===== config.mk =====
export PLATFORM = sky130hd
export DESIGN_NAME = ssd_scan_decoder
export DESIGN_NICKNAME = d
export VERILOG_FILES = /design/src/rtl/ssd_scan_decoder.sv
export SDC_FILE = /design/constraint.sdc
export NUM_CORES = 1
export LEC_CHECK = 0
export CAP_MARGIN = 5
export CORE_MARGIN = 3
export CORE_UTILIZATION = 46
export DETAILED_ROUTE_END_ITERATION = 8
export PLACE_DENSITY = 0.66
export SETUP_SLACK_MARGIN = 0.02
export SYNTH_ARGS = -nofsm -noshare
export SYNTH_HDL_FRONTEND = slang
export SYNTH_SLANG_ARGS = --single-unit

===== constraint.sdc =====
create_clock -name clk -period 2.1 [get_ports clk]
set_input_delay 0.42 -clock clk [delete_from_list [all_inputs] [get_ports clk]]
set_output_delay 0.42 -clock clk [all_outputs]
set_load 0.005 [all_outputs]

===== src/rtl/ssd_scan_decoder.sv =====
// Passive monitor that recovers hex digits from a multiplexed seven-segment bus.
// Define SSD_DEC_TIMEOUT_EN to enable the idle-bus timeout and the stale flag.
module ssd_scan_decoder #(
    parameter int NUM_DIGITS     = 4,
    parameter int SETTLE_CYCLES  = 4,
    parameter int STABLE_FRAMES  = 2,
    parameter int TIMEOUT_CYCLES = 65535
) (
    input  logic                    clk,
    input  logic                    rst_n,
    input  logic [NUM_DIGITS-1:0]   an,
    input  logic [6:0]              g_to_a,
    output logic [4*NUM_DIGITS-1:0] value,
    output logic [NUM_DIGITS-1:0]   digit_err,
    output logic                    valid,
    output logic                    stale
);

    localparam int N  = NUM_DIGITS;
    localparam int SW = (N > 1) ? $clog2(N) : 1;
    localparam int CW = $clog2(SETTLE_CYCLES + 1);
    localparam int FW = $clog2(STABLE_FRAMES + 1);

    localparam logic [N-1:0]  ONE      = N'(1);
    localparam logic [CW-1:0] SET_MAX  = CW'(SETTLE_CYCLES);
    localparam logic [FW-1:0] STAB_MAX = FW'(STABLE_FRAMES);

    typedef enum logic [1:0] {
        IDLE,
        SETTLE,
        HOLD
    } state_t;

    function automatic logic [4:0] decode(input logic [6:0] s);
        case (s)
            7'b1000000: decode = 5'h00;
            7'b1111001: decode = 5'h01;
            7'b0100100: decode = 5'h02;
            7'b0110000: decode = 5'h03;
            7'b0011001: decode = 5'h04;
            7'b0010010: decode = 5'h05;
            7'b0000010: decode = 5'h06;
            7'b1111000: decode = 5'h07;
            7'b0000000: decode = 5'h08;
            7'b0010000: decode = 5'h09;
            7'b0001000: decode = 5'h0a;
            7'b0000011: decode = 5'h0b;
            7'b1000110: decode = 5'h0c;
            7'b0100001: decode = 5'h0d;
            7'b0000110: decode = 5'h0e;
            7'b0001110: decode = 5'h0f;
            default:    decode = 5'h10;
        endcase
    endfunction

    logic [N-1:0]    an_s1, an_s2;
    logic [6:0]      seg_s1, seg_s2, seg_q;
    logic [N-1:0]    low;
    logic            sel_ok;
    logic [SW-1:0]   sel_idx;
    state_t          state;
    logic [CW-1:0]   cnt;
    logic [SW-1:0]   cur;
    logic            cap;
    logic [N-1:0]    cap_bit;
    logic [4:0]      dec_w;
    logic [4*N-1:0]  buf_nib, prev_nib;
    logic [N-1:0]    buf_err, prev_err, mask;
    logic [FW-1:0]   stab, stab_nx;
    logic            complete, frame_eq, pub_now, pend;
    logic            to_hit;

    always_ff @(posedge clk or negedge rst_n) begin
        if (!rst_n) begin
            an_s1  <= '1;
            an_s2  <= '1;
            seg_s1 <= '1;
            seg_s2 <= '1;
            seg_q  <= '1;
        end else begin
            an_s1  <= an;
            an_s2  <= an_s1;
            seg_s1 <= g_to_a;
            seg_s2 <= seg_s1;
            seg_q  <= seg_s2;
        end
    end

    always_comb begin
        low     = ~an_s2;
        sel_ok  = (low != '0) && ((low & (low - ONE)) == '0);
        sel_idx = '0;
        for (int i = 0; i < N; i++) begin
            if (low[i]) sel_idx = SW'(i);
        end
    end

    // seg_q lags by one cycle so the captured pattern belongs to the
    // select the counter was qualified against, even if it just changed.
    assign cap     = (state == SETTLE) && (cnt == SET_MAX);
    assign cap_bit = cap ? (ONE << cur) : '0;
    assign dec_w   = decode(seg_q);

    always_ff @(posedge clk or negedge rst_n) begin
        if (!rst_n) begin
            state <= IDLE;
            cnt   <= '0;
            cur   <= '0;
        end else if (!sel_ok) begin
            state <= IDLE;
        end else if (state == IDLE || sel_idx != cur) begin
            state <= SETTLE;
            cnt   <= CW'(1);
            cur   <= sel_idx;
        end else if (state == SETTLE) begin
            if (cap) state <= HOLD;
            else     cnt   <= cnt + CW'(1);
        end
    end

    always_comb begin
        complete = &mask;
        frame_eq = (buf_nib == prev_nib) && (buf_err == prev_err);
        if (frame_eq) stab_nx = (stab == STAB_MAX) ? stab : stab + FW'(1);
        else          stab_nx = FW'(1);
        pub_now = complete && (stab_nx == STAB_MAX)
                  && !(frame_eq && stab == STAB_MAX);
    end

    always_ff @(posedge clk or negedge rst_n) begin
        if (!rst_n) begin
            buf_nib  <= '0;
            buf_err  <= '0;
            prev_nib <= '0;
            prev_err <= '0;
            mask     <= '0;
            stab     <= '0;
            pend     <= 1'b0;
        end else begin
            if (cap) begin
                buf_nib[4*cur +: 4] <= dec_w[3:0];
                buf_err[cur]        <= dec_w[4];
            end
            if (complete) begin
                prev_nib <= buf_nib;
                prev_err <= buf_err;
                stab     <= stab_nx;
            end
            mask <= (complete ? '0 : mask) | cap_bit;
            pend <= pub_now;
            if (to_hit) begin
                mask <= '0;
                stab <= '0;
            end
        end
    end

    always_ff @(posedge clk or negedge rst_n) begin
        if (!rst_n) begin
            value     <= '0;
            digit_err <= '0;
            valid     <= 1'b0;
        end else begin
            valid <= pend;
            if (pend) begin
                value     <= prev_nib;
                digit_err <= prev_err;
            end
        end
    end

`ifdef SSD_DEC_TIMEOUT_EN
    localparam int TW = $clog2(TIMEOUT_CYCLES + 1);

    logic [TW-1:0] idle_cnt;

    assign to_hit = (idle_cnt == TW'(TIMEOUT_CYCLES));

    always_ff @(posedge clk or negedge rst_n) begin
        if (!rst_n) begin
            idle_cnt <= '0;
        end else if (sel_ok) begin
            idle_cnt <= '0;
        end else if (state == IDLE && !to_hit) begin
            idle_cnt <= idle_cnt + TW'(1);
        end
    end

    always_ff @(posedge clk or negedge rst_n) begin
        if (!rst_n) begin
            stale <= 1'b0;
        end else if (to_hit) begin
            stale <= 1'b1;
        end else if (pend) begin
            stale <= 1'b0;
        end
    end
`else
    logic unused_timeout;

    assign unused_timeout = ^TIMEOUT_CYCLES;
    assign to_hit         = 1'b0;
    assign stale          = 1'b0;
`endif

endmodule


==> results of run 1 <==
[worst min path at each step]
stage | from | end | slack, ps | depth (start not counted)
after floorplan | rst_n | buf_err[0]$_DFFE_PN0P_ | 120 | 0
after global placement | seg_s2[6]$_DFF_PN1_ | seg_q[6]$_DFF_PN1_ | 350 | 0
after detailed placement | an_s1[3]$_DFF_PN1_ | an_s2[3]$_DFF_PN1_ | 350 | 0
after CTS | rst_n | digit_err[3]$_DFFE_PN0P_ | 120 | 2
after global routing | rst_n | value[3]$_DFFE_PN0P_ | 120 | 2
final | rst_n | digit_err[3]$_DFFE_PN0P_ | 100 | 2
[flip-flops by register name, summed over array words and instances, names as in the netlist]
signal,flops
state,2
pend,1
value,16
prev_nib,16
seg_s2,7
prev_err,4
an_s2,4
cnt,3
mask,4
buf_err,4
seg_s1,7
digit_err,4
cur,2
stab,2
buf_nib,16
valid,1
seg_q,7
an_s1,4
[area by class of cell]
cell class / instances / area [um^2] / area share
Tap cell: 129 / 161 / 0.0313
Clock buffer: 11 / 141 / 0.0274
Multi-Input combinational cell: 225 / 1740 / 0.336
Inverter: 11 / 41.3 / 0.00799
Timing Repair Buffer: 39 / 385 / 0.0746
Clock inverter: 5 / 61.3 / 0.0119
Sequential cell: 104 / 2640 / 0.511
[layer usage]
metal  vias up  part of all wire  global-route usage
met3         6             0.038              0.0432
met4         0            0.0083              0.0309
met1      1337              0.46               0.183
met5         -                 0                   0
li1       1331                 -                   -
met2        48              0.50               0.240
[synthesized netlist by cell type (2+ instances only)]
cell type,instances,area share
sky130_fd_sc_hd__nor4_1,8,0.011
sky130_fd_sc_hd__a31oi_1,2,0.0028
sky130_fd_sc_hd__buf_2,8,0.0089
sky130_fd_sc_hd__o21ai_0,11,0.012
sky130_fd_sc_hd__a211o_1,2,0.0039
sky130_fd_sc_hd__nand2_1,36,0.030
sky130_fd_sc_hd__nand3b_1,3,0.0050
sky130_fd_sc_hd__dfrtp_1,75,0.42
sky130_fd_sc_hd__nor4b_1,2,0.0039
sky130_fd_sc_hd__xor2_1,22,0.043
sky130_fd_sc_hd__a21oi_1,3,0.0033
sky130_fd_sc_hd__o21ai_1,8,0.0089
sky130_fd_sc_hd__o31ai_1,6,0.010
sky130_fd_sc_hd__mux2_2,40,0.10
sky130_fd_sc_hd__nand2b_1,3,0.0042
sky130_fd_sc_hd__nor2_1,7,0.0058
sky130_fd_sc_hd__inv_1,11,0.0092
sky130_fd_sc_hd__clkbuf_1,4,0.0033
sky130_fd_sc_hd__and4b_1,2,0.0045
sky130_fd_sc_hd__ha_1,10,0.028
sky130_fd_sc_hd__nor2b_1,5,0.0070
sky130_fd_sc_hd__and3b_1,2,0.0039
sky130_fd_sc_hd__buf_4,3,0.0050
sky130_fd_sc_hd__and3_1,2,0.0028
sky130_fd_sc_hd__nand4_1,7,0.0097
sky130_fd_sc_hd__nor3b_1,8,0.013
sky130_fd_sc_hd__dfstp_2,29,0.17
sky130_fd_sc_hd__a22o_1,6,0.012
sky130_fd_sc_hd__nor3_1,4,0.0045
sky130_fd_sc_hd__nand3_1,3,0.0033
[power by group]
part | switching, mW | internal (mW)
clock | 0.662 | 0.596
combinational | 0.131 | 0.0924
sequential | 0.0475 | 2.07
total | 0.841 | 2.75
[per-stage QoR]
stage,area (um^2),instances
after CTS,5160,524
after global routing,5160,524
after detailed placement,4960,508
final,5160,524
after floorplan,4490,355
after global placement,4960,508
[cell families after synthesis]
logic type,share of synthesized area
AOI/OAI and AO/OA,0.0824
xor gates and xnor gates,0.0448
adders and majority gates,0.0278
buffers and inverters,0.0265
DFF,0.587
muxes,0.102
other,0.000835
and+or+nand+nor,0.128
[critical path: stages (launching register included)]
cell                      delay, ps
sky130_fd_sc_hd__dfrtp_1        390
sky130_fd_sc_hd__inv_1           90
sky130_fd_sc_hd__ha_1           190
sky130_fd_sc_hd__and4b_1        440
sky130_fd_sc_hd__nand2_2        190
sky130_fd_sc_hd__or3_1          390
sky130_fd_sc_hd__o21ai_1        140
==> impl_metrics.env, run 1 <==
export IMPL_crit_path_max_fanout=9
export IMPL_timing_final_crit_share=0.902
export IMPL_grt_ovfl_total=0
export IMPL_holdCritPathClass="input port to async pin"
export IMPL_worst_r2r_path_depth=6
export IMPL_worst_skew_late_latency_ps=360
export IMPL_dr_vias_cell=5.19
export IMPL_aggregate_global_route_resource_usage=0.143
export IMPL_setup_reg_to_reg_worst_slack_ps=210
export IMPL_io_pins=35
export IMPL_avgSynthCellArea_um2=12.7
export IMPL_cts_reportedPaths_clkPinSlew_ps=100
export IMPL_post_route_worst_setup_slack_ps=206
export IMPL_synth_cell_area_um2=4490
export IMPL_fillCellCount=820
export IMPL_commonest_cells_after_routing_fill_and_taps_aside="sky130_fd_sc_hd__dfrtp_1 (75), sky130_fd_sc_hd__mux2_2 (40), sky130_fd_sc_hd__nand2_1 (36)"
export IMPL_cts_tree="built"
export IMPL_htree_levels=3
export IMPL_placement_rows=35
export IMPL_startpoint_types="flip-flop"
export IMPL_post_route_drc_count=0
export IMPL_tightestPinTransition_ps=514
export IMPL_yosysUniqueCellTypes=53
export IMPL_placement_setup_worst_slack_ps=209
export IMPL_routed_wire_length_per_instance_um=14.0
export IMPL_design_core_area_um2=9370
export IMPL_clock_tree_root_buffer_cell="sky130_fd_sc_hd__clkbuf_8"
export IMPL_cts_num_sinks=104
export IMPL_worst_setup_path_end_kind="flip-flop"
export IMPL_crit_path_end="buf_nib[3]$_DFFE_PN0P_"
export IMPL_synth_seq_cells=104
export IMPL_cts_hold_buf=0
export IMPL_most_common_cell_after_layout_fill_and_taps_aside="sky130_fd_sc_hd__dfrtp_1"
export IMPL_total_leakage_power_nw=2.45
export IMPL_first_pass_grt_wire_length_um=12700
export IMPL_timing_final_crit_period_ps=1890
export IMPL_maximum_resistive_drop_on_vdd_mv=0.439
export IMPL_grt_pass1_vias=2635
export IMPL_cp_startpoint="cnt[0]$_DFFE_PN0P_"
export IMPL_area_growth_synth_to_final_pct=15.0
export IMPL_power_density_relative_to_cell_area_nw_per_um2=696
export IMPL_detailedRoute_firstPassIterationCount=4
export IMPL_drv_max_cap_violation_count=0
export IMPL_critical_path_reg2reg_startpoint="cnt[0]$_DFFE_PN0P_"
export IMPL_synthCells=355
export IMPL_number_of_synthesized_flops_with_an_enable_pin=0
export IMPL_slew_headroom=0.657
export IMPL_finalHoldWorstSlack_ps=97.0
export IMPL_totalWireLength_um=7340
export IMPL_synth_yosys_seq_area_share=0.587
export IMPL_critPathKind="flip-flop to flip-flop"
export IMPL_initial_core_util=0.479
export IMPL_vias=2722
export IMPL_tns_ps=0
export IMPL_asyncSetResetFlopFracSynth=1.00
export IMPL_total_count_of_hold_check_failures_in_the_final_report=0
export IMPL_grt_antenna_before_repair=0
export IMPL_final_max_slew_violation_count=0
export IMPL_setup_violations=0
export IMPL_synth_yosys_warnings=0
export IMPL_yosys_most_used_dff="sky130_fd_sc_hd__dfrtp_1"
export IMPL_die_h_um=105
export IMPL_numPortBuffers=33
export IMPL_drt_initial_drc_count=90
export IMPL_post_cts_buffers=0
export IMPL_timing_critical_path_arrival_ps=2180
export IMPL_p_total_mw=3.60
export IMPL_drt_antenna_violating_nets=0
export IMPL_die_w_um=105
export IMPL_drive_gt1_frac=0.256
export IMPL_gp_congestion=0.783
export IMPL_cts_made_buffers=9
export IMPL_layout_nets=413
export IMPL_run_status="completed"
export IMPL_unrepaired_setup_endpoints_after_global_routing="no"
export IMPL_finish_utilization=0.551
export IMPL_max_freq_mhz=528
export IMPL_worst_endpoint_required_ps=2380
export IMPL_clock_path_buffers=2
export IMPL_final_setup_skew_ps=15.6
export IMPL_net_count_synth=378
export IMPL_critical_path_reg2reg_endpoint="buf_nib[3]$_DFFE_PN0P_"
export IMPL_dieArea_um2=11000
export IMPL_dp_hpwl_um=5180
export IMPL_postCtsResizedCells=0
export IMPL_antennaDiodeCount=0
export IMPL_grt_start_max_net_pins=105
Note: power is estimated with default switching activity, not from simulation.
==> run 2, diff against run 1 <==
--- a/config.mk
+++ b/config.mk
@@ -7,9 +7,10 @@
 export LEC_CHECK = 0
 export CAP_MARGIN = 5
 export CORE_MARGIN = 3
-export CORE_UTILIZATION = 46
+export CORE_UTILIZATION = 45
+export CTS_BUF_LIST = sky130_fd_sc_hd__clkbuf_8
 export DETAILED_ROUTE_END_ITERATION = 8
-export PLACE_DENSITY = 0.66
+export PLACE_DENSITY = 0.65
 export SETUP_SLACK_MARGIN = 0.02
 export SYNTH_ARGS = -nofsm -noshare
 export SYNTH_HDL_FRONTEND = slang
==> run 2 against run 1 <==
  * Non-clock buffer count rose by 2
  * Global-route usage is 0.38 points higher
  * Critical path depth unchanged
  * Clock skew about the same
  * Sequential share of layout area increased by 0.087 points
  * Combinational power barely moved
  * Largest cell class unchanged
==> impl_metrics.env, run 2 (synthesized netlist as in run 1, its figures left out) <==
export IMPL_routed_wire_length_per_instance_um=14.4
export IMPL_dr_vias_cell=5.21
export IMPL_power_density_relative_to_cell_area_nw_per_um2=678
export IMPL_design_core_area_um2=9460
export IMPL_maximum_resistive_drop_on_vdd_mv=0.577
export IMPL_post_cts_buffers=0
export IMPL_placement_rows=35
export IMPL_cts_made_buffers=9
export IMPL_die_h_um=106
export IMPL_crit_path_max_fanout=9
export IMPL_io_pins=35
export IMPL_dp_hpwl_um=5310
export IMPL_drv_max_cap_violation_count=0
export IMPL_area_growth_synth_to_final_pct=14.8
export IMPL_setup_reg_to_reg_worst_slack_ps=270
export IMPL_combPwrFrac=0.064
export IMPL_numPortBuffers=33
export IMPL_grt_antenna_before_repair=0
export IMPL_most_common_cell_after_layout_fill_and_taps_aside="sky130_fd_sc_hd__dfrtp_1"
export IMPL_cts_num_sinks=104
export IMPL_htree_levels=3
export IMPL_timing_critical_path_arrival_ps=2120
export IMPL_clock_tree_root_buffer_cell="sky130_fd_sc_hd__clkbuf_8"
export IMPL_max_freq_mhz=547
export IMPL_cts_hold_buf=0
export IMPL_commonest_cells_after_routing_fill_and_taps_aside="sky130_fd_sc_hd__dfrtp_1 (75), sky130_fd_sc_hd__mux2_2 (40), sky130_fd_sc_hd__nand2_1 (36)"
export IMPL_run_status="completed"
export IMPL_clock_path_buffers=2
export IMPL_grt_pass1_vias=2689
export IMPL_grt_start_max_net_pins=105
export IMPL_worst_r2r_path_depth=6
export IMPL_detailedRoute_firstPassIterationCount=6
export IMPL_slew_headroom=0.648
export IMPL_startpoint_types="flip-flop"
export IMPL_critical_path_reg2reg_endpoint="buf_nib[15]$_DFFE_PN0P_"
export IMPL_cts_reportedPaths_clkPinSlew_ps=110
export IMPL_aggregate_global_route_resource_usage=0.147
export IMPL_largestRegisters="buf_nib: 16 flops, prev_nib: 16 flops, value: 16 flops"
export IMPL_post_route_drc_count=0
export IMPL_switching_share=0.254
export IMPL_net_switching_power_uw=889
export IMPL_holdCritPathClass="input port to async pin"
export IMPL_tns_ps=0
export IMPL_die_w_um=106
export IMPL_critPathKind="flip-flop to flip-flop"
export IMPL_grt_ovfl_total=0
export IMPL_internal_power_mw=2.61
export IMPL_totalWireLength_um=7550
export IMPL_timing_final_crit_share=0.871
export IMPL_cts_tree="built"
export IMPL_pwr_share_clk=0.330
export IMPL_fillCellCount=824
export IMPL_dieArea_um2=11200
export IMPL_critical_path_reg2reg_startpoint="cnt[0]$_DFFE_PN0P_"
export IMPL_final_setup_skew_ps=15.2
export IMPL_p_total_mw=3.49
export IMPL_first_pass_grt_wire_length_um=13100
export IMPL_postCtsResizedCells=0
export IMPL_setup_violations=0
export IMPL_unrepaired_setup_endpoints_after_global_routing="no"
export IMPL_drt_antenna_violating_nets=0
export IMPL_timing_final_crit_period_ps=1830
export IMPL_antennaDiodeCount=0
export IMPL_total_leakage_power_nw=2.44
export IMPL_total_count_of_hold_check_failures_in_the_final_report=0
export IMPL_worst_endpoint_required_ps=2390
export IMPL_cp_startpoint="cnt[0]$_DFFE_PN0P_"
export IMPL_drt_initial_drc_count=71
export IMPL_tightestPinTransition_ps=528
export IMPL_share_seq_of_total_power=0.605
export IMPL_vias=2737
export IMPL_drive_gt1_frac=0.260
export IMPL_worst_skew_late_latency_ps=370
export IMPL_gp_congestion=0.791
export IMPL_worst_setup_path_end_kind="flip-flop"
export IMPL_final_max_slew_violation_count=0
export IMPL_layout_nets=415
export IMPL_initial_core_util=0.475
==> run 2: cell count changes in the layout (fill, tap and decap cells not counted), moves of 2 or more <==
| cell | change |
|---|---|
| sky130_fd_sc_hd__buf_4 | +2 |
| sky130_fd_sc_hd__inv_8 | +2 |
| sky130_fd_sc_hd__clkinvlp_4 | +2 |
| sky130_fd_sc_hd__clkinv_4 | +2 |
| sky130_fd_sc_hd__inv_6 | -3 |
==> run 2: power by group through the flow <==
stage	combinational (mW)	sequential (mW)	clock (mW)
after CTS	0.229	2.12	1.20
final	0.225	2.12	1.15
after global placement	0.225	2.15	0
after detailed placement	0.228	2.15	0
after floorplan	0.152	2.13	0
after global routing	0.254	2.13	1.28
==> run 2: routing by layer <==
metal / GRT usage / share of wire / vias up
met3: 0.0358 / 0.036 / 11
met4: 0.0490 / 0.016 / 0
met1: 0.188 / 0.45 / 1354
li1: - / - / 1326
met5: 0 / 0 / -
met2: 0.245 / 0.50 / 46
==> run 2: how the worst max path moves through the flow <==
stage | end | slack (ps) | depth (start not counted)
floorplan | buf_nib[15]$_DFFE_PN0P_ | 360 | 5
global placement | buf_nib[14]$_DFFE_PN0P_ | 360 | 6
detailed placement | buf_nib[15]$_DFFE_PN0P_ | 280 | 6
CTS | buf_nib[15]$_DFFE_PN0P_ | 260 | 6
global route | buf_nib[15]$_DFFE_PN0P_ | 130 | 6
finish | buf_nib[15]$_DFFE_PN0P_ | 270 | 6
==> run 2: layout make-up <==
| cell class | instances | area, um^2 | area share |
|---|---|---|---|
| timing repair buffer | 41 | 400 | 0.0777 |
| clock inverter | 6 | 55.1 | 0.0107 |
| sequential | 104 | 2640 | 0.512 |
| multi-input combinational | 225 | 1740 | 0.337 |
| tap | 129 | 161 | 0.0313 |
| inverter | 11 | 41.3 | 0.00801 |
| clock buffer | 9 | 124 | 0.0240 |
==> run 2: worst max-delay path, cell delays in order, from the launching register on <==
cell	delay, ps
sky130_fd_sc_hd__dfrtp_1	390
sky130_fd_sc_hd__inv_1	90
sky130_fd_sc_hd__ha_1	180
sky130_fd_sc_hd__and4b_1	360
sky130_fd_sc_hd__nand2_4	120
sky130_fd_sc_hd__or4_4	440
sky130_fd_sc_hd__o21ai_1	160
==> run 2: stage by stage <==
stage                     cell area, um^2  hold slack [ps]  utilization  instances  worst slack, ps
after floorplan                      4490              124            -        355              357
after global placement               4980              345        0.526        510              355
after detailed placement             4980              347        0.526        510              282
after CTS                            5160              111        0.545        525              258
after global routing                 5160              108        0.545        525              132
final                                5160             87.2        0.545        525              271
==> run 3, diff against run 2 <==
--- a/config.mk
+++ b/config.mk
@@ -7,10 +7,10 @@
 export LEC_CHECK = 0
 export CAP_MARGIN = 5
 export CORE_MARGIN = 3
-export CORE_UTILIZATION = 45
+export CORE_UTILIZATION = 60
 export CTS_BUF_LIST = sky130_fd_sc_hd__clkbuf_8
 export DETAILED_ROUTE_END_ITERATION = 8
-export PLACE_DENSITY = 0.65
+export PLACE_DENSITY = 0.83
 export SETUP_SLACK_MARGIN = 0.02
 export SYNTH_ARGS = -nofsm -noshare
 export SYNTH_HDL_FRONTEND = slang
==> run 3 against run 2 <==
  * Die area decreased by 24%
  * Non-clock buffer count increased by 3
  * Highest routed layer unchanged
  * Routed wire length increased by 2.4%
  * Utilization increased by 19 points
  * First-iteration DRC count increased by 89%
  * Critical endpoint is now buf_err[2]$_DFFE_PN0P_
  * Clock-buffer cell count unchanged
  * Global-route usage increased by 5.6 points
  * Critical path type unchanged
  * Sequential share of layout area unchanged
  * Clock skew decreased by 0.86 ps
  * Sequential cell count unchanged
  * Sequential power about the same
==> impl_metrics.env, run 3 (synthesized netlist as in run 1, its figures left out) <==
export IMPL_cts_tree="built"
export IMPL_path_cells="nor2b_1 > nor3b_1 > a221o_1 > o31ai_1"
export IMPL_maximum_resistive_drop_on_vdd_mv=0.758
export IMPL_final_max_slew_violation_count=0
export IMPL_finish_utilization=0.735
export IMPL_vias=2782
export IMPL_slowest_delay_ps=670
export IMPL_post_route_worst_setup_slack_ps=339
export IMPL_total_count_of_hold_check_failures_in_the_final_report=0
export IMPL_die_w_um=92.5
export IMPL_drive_gt1_frac=0.265
export IMPL_holdCritPathClass="input port to async pin"
export IMPL_dr_vias_cell=5.61
export IMPL_design_core_area_um2=7020
export IMPL_most_common_cell_after_layout_fill_and_taps_aside="sky130_fd_sc_hd__dfrtp_1"
export IMPL_largestRegisters="buf_nib: 16 flops, prev_nib: 16 flops, value: 16 flops"
export IMPL_final_instance_count_excl_fill=496
export IMPL_tightestPinTransition_ps=579
export IMPL_setup_violations=0
export IMPL_postCtsResizedCells=0
export IMPL_clock_path_buffers=2
export IMPL_post_cts_buffers=0
export IMPL_timing_critical_path_arrival_ps=2010
export IMPL_numPortBuffers=33
export IMPL_total_leakage_power_nw=2.47
export IMPL_p_total_mw=3.52
export IMPL_area_growth_synth_to_final_pct=14.8
export IMPL_placement_rows=30
export IMPL_die_h_um=92.5
export IMPL_startpoint_types="flip-flop"
export IMPL_cts_num_sinks=104
export IMPL_power_density_relative_to_cell_area_nw_per_um2=682
export IMPL_gp_congestion=0.811
export IMPL_crit_path_top_delay_cell="sky130_fd_sc_hd__dfstp_2"
export IMPL_worst_skew_late_latency_ps=370
export IMPL_drt_antenna_violating_nets=0
export IMPL_post_route_drc_count=0
export IMPL_cts_reportedPaths_clkPinSlew_ps=110
export IMPL_grt_pass1_vias=2828
export IMPL_cts_hold_buf=0
export IMPL_unrepaired_setup_endpoints_after_global_routing="no"
export IMPL_grt_antenna_before_repair=0
export IMPL_placement_setup_worst_slack_ps=353
export IMPL_drt_initial_drc_count=134
export IMPL_totalWireLength_um=7730
export IMPL_timing_final_crit_share=0.839
export IMPL_final_setup_skew_ps=14.3
export IMPL_multi_input_comb_area_um2=1740
export IMPL_timing_final_crit_period_ps=1760
export IMPL_tns_ps=0
export IMPL_slew_headroom=0.614
export IMPL_critical_path_reg2reg_endpoint="buf_err[2]$_DFFE_PN0P_"
export IMPL_dieArea_um2=8560
export IMPL_critPathKind="flip-flop to flip-flop"
export IMPL_dp_hpwl_um=5430
export IMPL_clock_tree_root_buffer_cell="sky130_fd_sc_hd__clkbuf_8"
export IMPL_grt_ovfl_total=0
export IMPL_drv_max_cap_violation_count=0
export IMPL_seqCellArea_um2=2640
export IMPL_fillCellCount=487
export IMPL_detailedRoute_firstPassIterationCount=4
export IMPL_cell_count_after_placement=480
export IMPL_initial_core_util=0.640
export IMPL_worst_setup_path_end_kind="flip-flop"
export IMPL_critical_path_reg2reg_startpoint="seg_q[4]$_DFF_PN1_"
export IMPL_worst_r2r_path_depth=4
export IMPL_antennaDiodeCount=0
export IMPL_routed_wire_length_per_instance_um=15.6
export IMPL_crit_path_max_fanout=13
export IMPL_grt_start_max_net_pins=45
export IMPL_first_pass_grt_wire_length_um=13600
export IMPL_io_pins=35
export IMPL_aggregate_global_route_resource_usage=0.203
export IMPL_htree_levels=3
export IMPL_commonest_cells_after_routing_fill_and_taps_aside="sky130_fd_sc_hd__dfrtp_1 (75), sky130_fd_sc_hd__mux2_2 (40), sky130_fd_sc_hd__nand2_1 (36)"
export IMPL_cts_made_buffers=9
export IMPL_max_freq_mhz=568
export IMPL_setup_reg_to_reg_worst_slack_ps=340
export IMPL_worst_endpoint_required_ps=2350
export IMPL_run_status="completed"
export IMPL_layout_nets=418
## run 3: changes by cell type in the layout (fill, tap and decap cells not counted)
cell                         delta
sky130_fd_sc_hd__buf_12         +1
sky130_fd_sc_hd__buf_4          +2
sky130_fd_sc_hd__clkinvlp_4     -2
sky130_fd_sc_hd__inv_1          +1
sky130_fd_sc_hd__inv_6          +2
## run 3: how the worst max path moves through the flow
stage / startpoint / endpoint / slack [ps] / depth (start not counted)
floorplan: cur[0]$_DFFE_PN0P_ / buf_nib[15]$_DFFE_PN0P_ / 360 / 5
global placement: prev_nib[12]$_DFFE_PN0P_ / stab[0]$_DFFE_PN0P_ / 360 / 5
detailed placement: seg_q[4]$_DFF_PN1_ / buf_err[0]$_DFFE_PN0P_ / 350 / 4
CTS: seg_q[0]$_DFF_PN1_ / buf_err[2]$_DFFE_PN0P_ / 330 / 4
global route: cnt[0]$_DFFE_PN0P_ / buf_nib[15]$_DFFE_PN0P_ / 190 / 6
finish: seg_q[4]$_DFF_PN1_ / buf_err[2]$_DFFE_PN0P_ / 340 / 4
## run 3: stage by stage
step                hold WS (ps)  instance area [um^2]
CTS                         53.9                  5160
global route                82.0                  5160
detailed placement           347                  4970
global placement             345                  4970
floorplan                    124                  4490
finish                      48.9                  5160
## run 3: worst max-delay path, delay by kind of cell (launching register included)
| family | cells | cell delay (ps) |
|---|---|---|
| simple gates | 2 | 590 |
| compound gates | 2 | 390 |
| flops | 1 | 670 |
## run 3: area by class of cell
cell class / count / area share
clock inverters: 7 / 0.0119
multi-input cells: 225 / 0.337
flip-flops and latches: 104 / 0.512
repair buffers: 44 / 0.0844
inverters: 11 / 0.00801
well taps: 96 / 0.0233
clock buffers: 9 / 0.0240
## run 3: per-layer routing
metal,GRT usage,vias up,share of wire
li1,-,1341,-
met1,0.261,1364,0.44
met2,0.328,59,0.49
met3,0.0561,18,0.045
met4,0.0755,0,0.023
met5,0,-,0
## run 3: power breakdown
part | switching [mW] | internal [mW]
combinational | 0.129 | 0.0995
sequential | 0.0509 | 2.07
clock | 0.714 | 0.457
==> RTL change (flow settings as in run 1) <==
Change the parameter `SETTLE_CYCLES` from 4 to 8.
--- a/src/rtl/ssd_scan_decoder.sv
+++ b/src/rtl/ssd_scan_decoder.sv
@@ -4,3 +4,3 @@
     parameter int NUM_DIGITS     = 4,
-    parameter int SETTLE_CYCLES  = 4,
+    parameter int SETTLE_CYCLES  = 8,
     parameter int STABLE_FRAMES  = 2,
Formal check against the unedited RTL: same outputs for any inputs over 10 cycles, from zero or initial values and one cycle with rst_n low; that may be too few to reach the edited logic, so the function may still have changed.
==> RTL change against run 1 <==
Design area rose by 1.1%. Routed wire length rose by 3.7%. Power rose by 1.2%. Synthesized area fell by 0.42%. Global-route usage rose by 0.39 points. Critical path type unchanged. Setup slack got worse by 0.036 ns. Sequential cell count rose by 1.
==> RTL change: results <==
metrics = {
    "critical_path": {
        "cp_data_arrival_time_ns": 2.23,
        "slowest_delay_ns": 0.61,
        "cp_slowest_cell": "dfstp_2",
        "startpoint": "seg_q[2]$_DFF_PN1_",
        "r2r_end": "buf_err[1]$_DFFE_PN0P_",
        "reg2reg_depth": 5,
        "rr_startpoint": "seg_q[2]$_DFF_PN1_",
        "worst-path-max-fanout": 8,
        "rrSetupSlack_ns": 0.17,
        "critPathCapture": "buf_err[1]$_DFFE_PN0P_",
    },
    "global_route": {
        "grt_max_degree": 48,
        "use_met2_pct": 25.1,
        "grt_pass1_vias": 2725,
        "grtUsageMet1_pct": 18.8,
        "grt_pass1_wl_um": 13000,
        "antenna_found_initial": 0,
        "use_met3_pct": 2.72,
        "grt.total_usage_pct": 14.7,
    },
    "yosys": {
        "syn_nets": 371,
        "netlist_top_cells_area": "dfrtp_1, dfstp_2, mux2_2",
        "synth_common_cells": "dfrtp_1, mux2_2, dfstp_2",
        "synth_ff_type": "dfrtp_1",
        "ys.warnings.count": 0,
        "synth_cells": 348,
        "yosysSeqAreaShare_pct": 59.5,
        "ys_types": 52,
    },
    "pwr": {
        "power.leakage_nw": 2.33,
        "ir_drop_v": 0.000453,
    },
    "cts": {
        "h-tree-depth": 3,
        "cts_resized": 0,
        "post_cts_buffers": 0,
        "path_clk_slew_ns": 0.10,
        "cts_buffers": 9,
        "worstSkewPairLatency_ns": 0.36,
        "root_buffer": "clkbuf_8",
        "cts_buffer_depth": 2,
    },
    "detailed_routing": {
        "drt-initial-drc-count": 85,
        "routedWlPerCell_um": 14.5,
        "firstDrtPassIters": 4,
        "vias_per_cell": 5.24,
    },
    "placement": {
        "hpwl_um": 5600,
        "place.gp.congestion": 0.799,
        "dp_cells": 506,
        "portBuffers": 33,
        "post_dp_cell_area_um2": 5010,
    },
    "outcome": {
        "status": "complete, no violations",
    },
    "cells_and_area": {
        "syn_to_final_growth_pct": 16.7,
        "fin_cells": 523,
        "final_layout_size_suffix_gt1_share_pct": 28.2,
        "fin_nets": 412,
        "reg_top3": "buf_nib x16, prev_nib x16, value x16",
        "fill_cells": 831,
        "diodes": 0,
    },
    "sta": {
        "fin_skew_ns": 0.00951,
        "post-route-period-util_pct": 91.9,
        "tns_ns": 0,
    },
    "min_path": {
        "hold_class": "reg -> reg",
    },
}
==> RTL change: how the worst min path moves through the flow <==
stage | startpoint | endpoint | slack, ns | depth (start not counted)
finish | seg_s1[5]$_DFF_PN1_ | seg_s2[5]$_DFF_PN1_ | 0.36 | 0
global route | seg_s1[5]$_DFF_PN1_ | seg_s2[5]$_DFF_PN1_ | 0.36 | 0
CTS | seg_s1[5]$_DFF_PN1_ | seg_s2[5]$_DFF_PN1_ | 0.36 | 0
detailed placement | seg_s1[0]$_DFF_PN1_ | seg_s2[0]$_DFF_PN1_ | 0.35 | 0
global placement | seg_s1[6]$_DFF_PN1_ | seg_s2[6]$_DFF_PN1_ | 0.35 | 0
floorplan | rst_n | buf_err[0]$_DFFE_PN0P_ | 0.12 | 0
==> RTL change: final cells by class <==
class / count / area share (%)
Sequential cell: 105 / 51.0
Multi-Input combinational cell: 219 / 32.7
Timing Repair Buffer: 43 / 8.48
Tap cell: 129 / 3.09
Clock buffer: 10 / 2.44
Clock inverter: 6 / 1.46
Inverter: 11 / 0.791
==> RTL change: repair_timing <==
action | CTS | global route
endpoints found under the setup margin | 0 | 0
hold buffers | 1 | 0
hold endpoints to repair | 16 | 0
==> RTL change: power by group <==
| group | internal, mW | switching [mW] | leakage [nW] |
|---|---|---|---|
| clock network | 0.571 | 0.698 | 0.0965 |
| registers | 2.09 | 0.0488 | 1.36 |
| logic | 0.102 | 0.132 | 0.874 |
==> RTL change: cell families (layout without fill, tap and decap cells) <==
kind of cell,count (synthesis),after routing,share of synthesized area [%]
buffers and inverters,24,70,2.29
flip-flops,105,105,59.5
multiplexers,46,46,11.5
other,1,1,0.0838
adder cells (fa/ha/maj),10,10,2.80
AO/OA/AOI/OAI,49,49,7.69
XOR/XNOR,27,27,5.29
AND/OR/NAND/NOR,86,86,10.8
==> RTL change: per-layer routing <==
| layer | part of all wire (%) | routed length [um] |
|---|---|---|
| met5 | 0 | 0 |
| met4 | 1.2 | 91 |
| met3 | 3.2 | 246 |
| met2 | 51 | 3850 |
| met1 | 45 | 3420 |
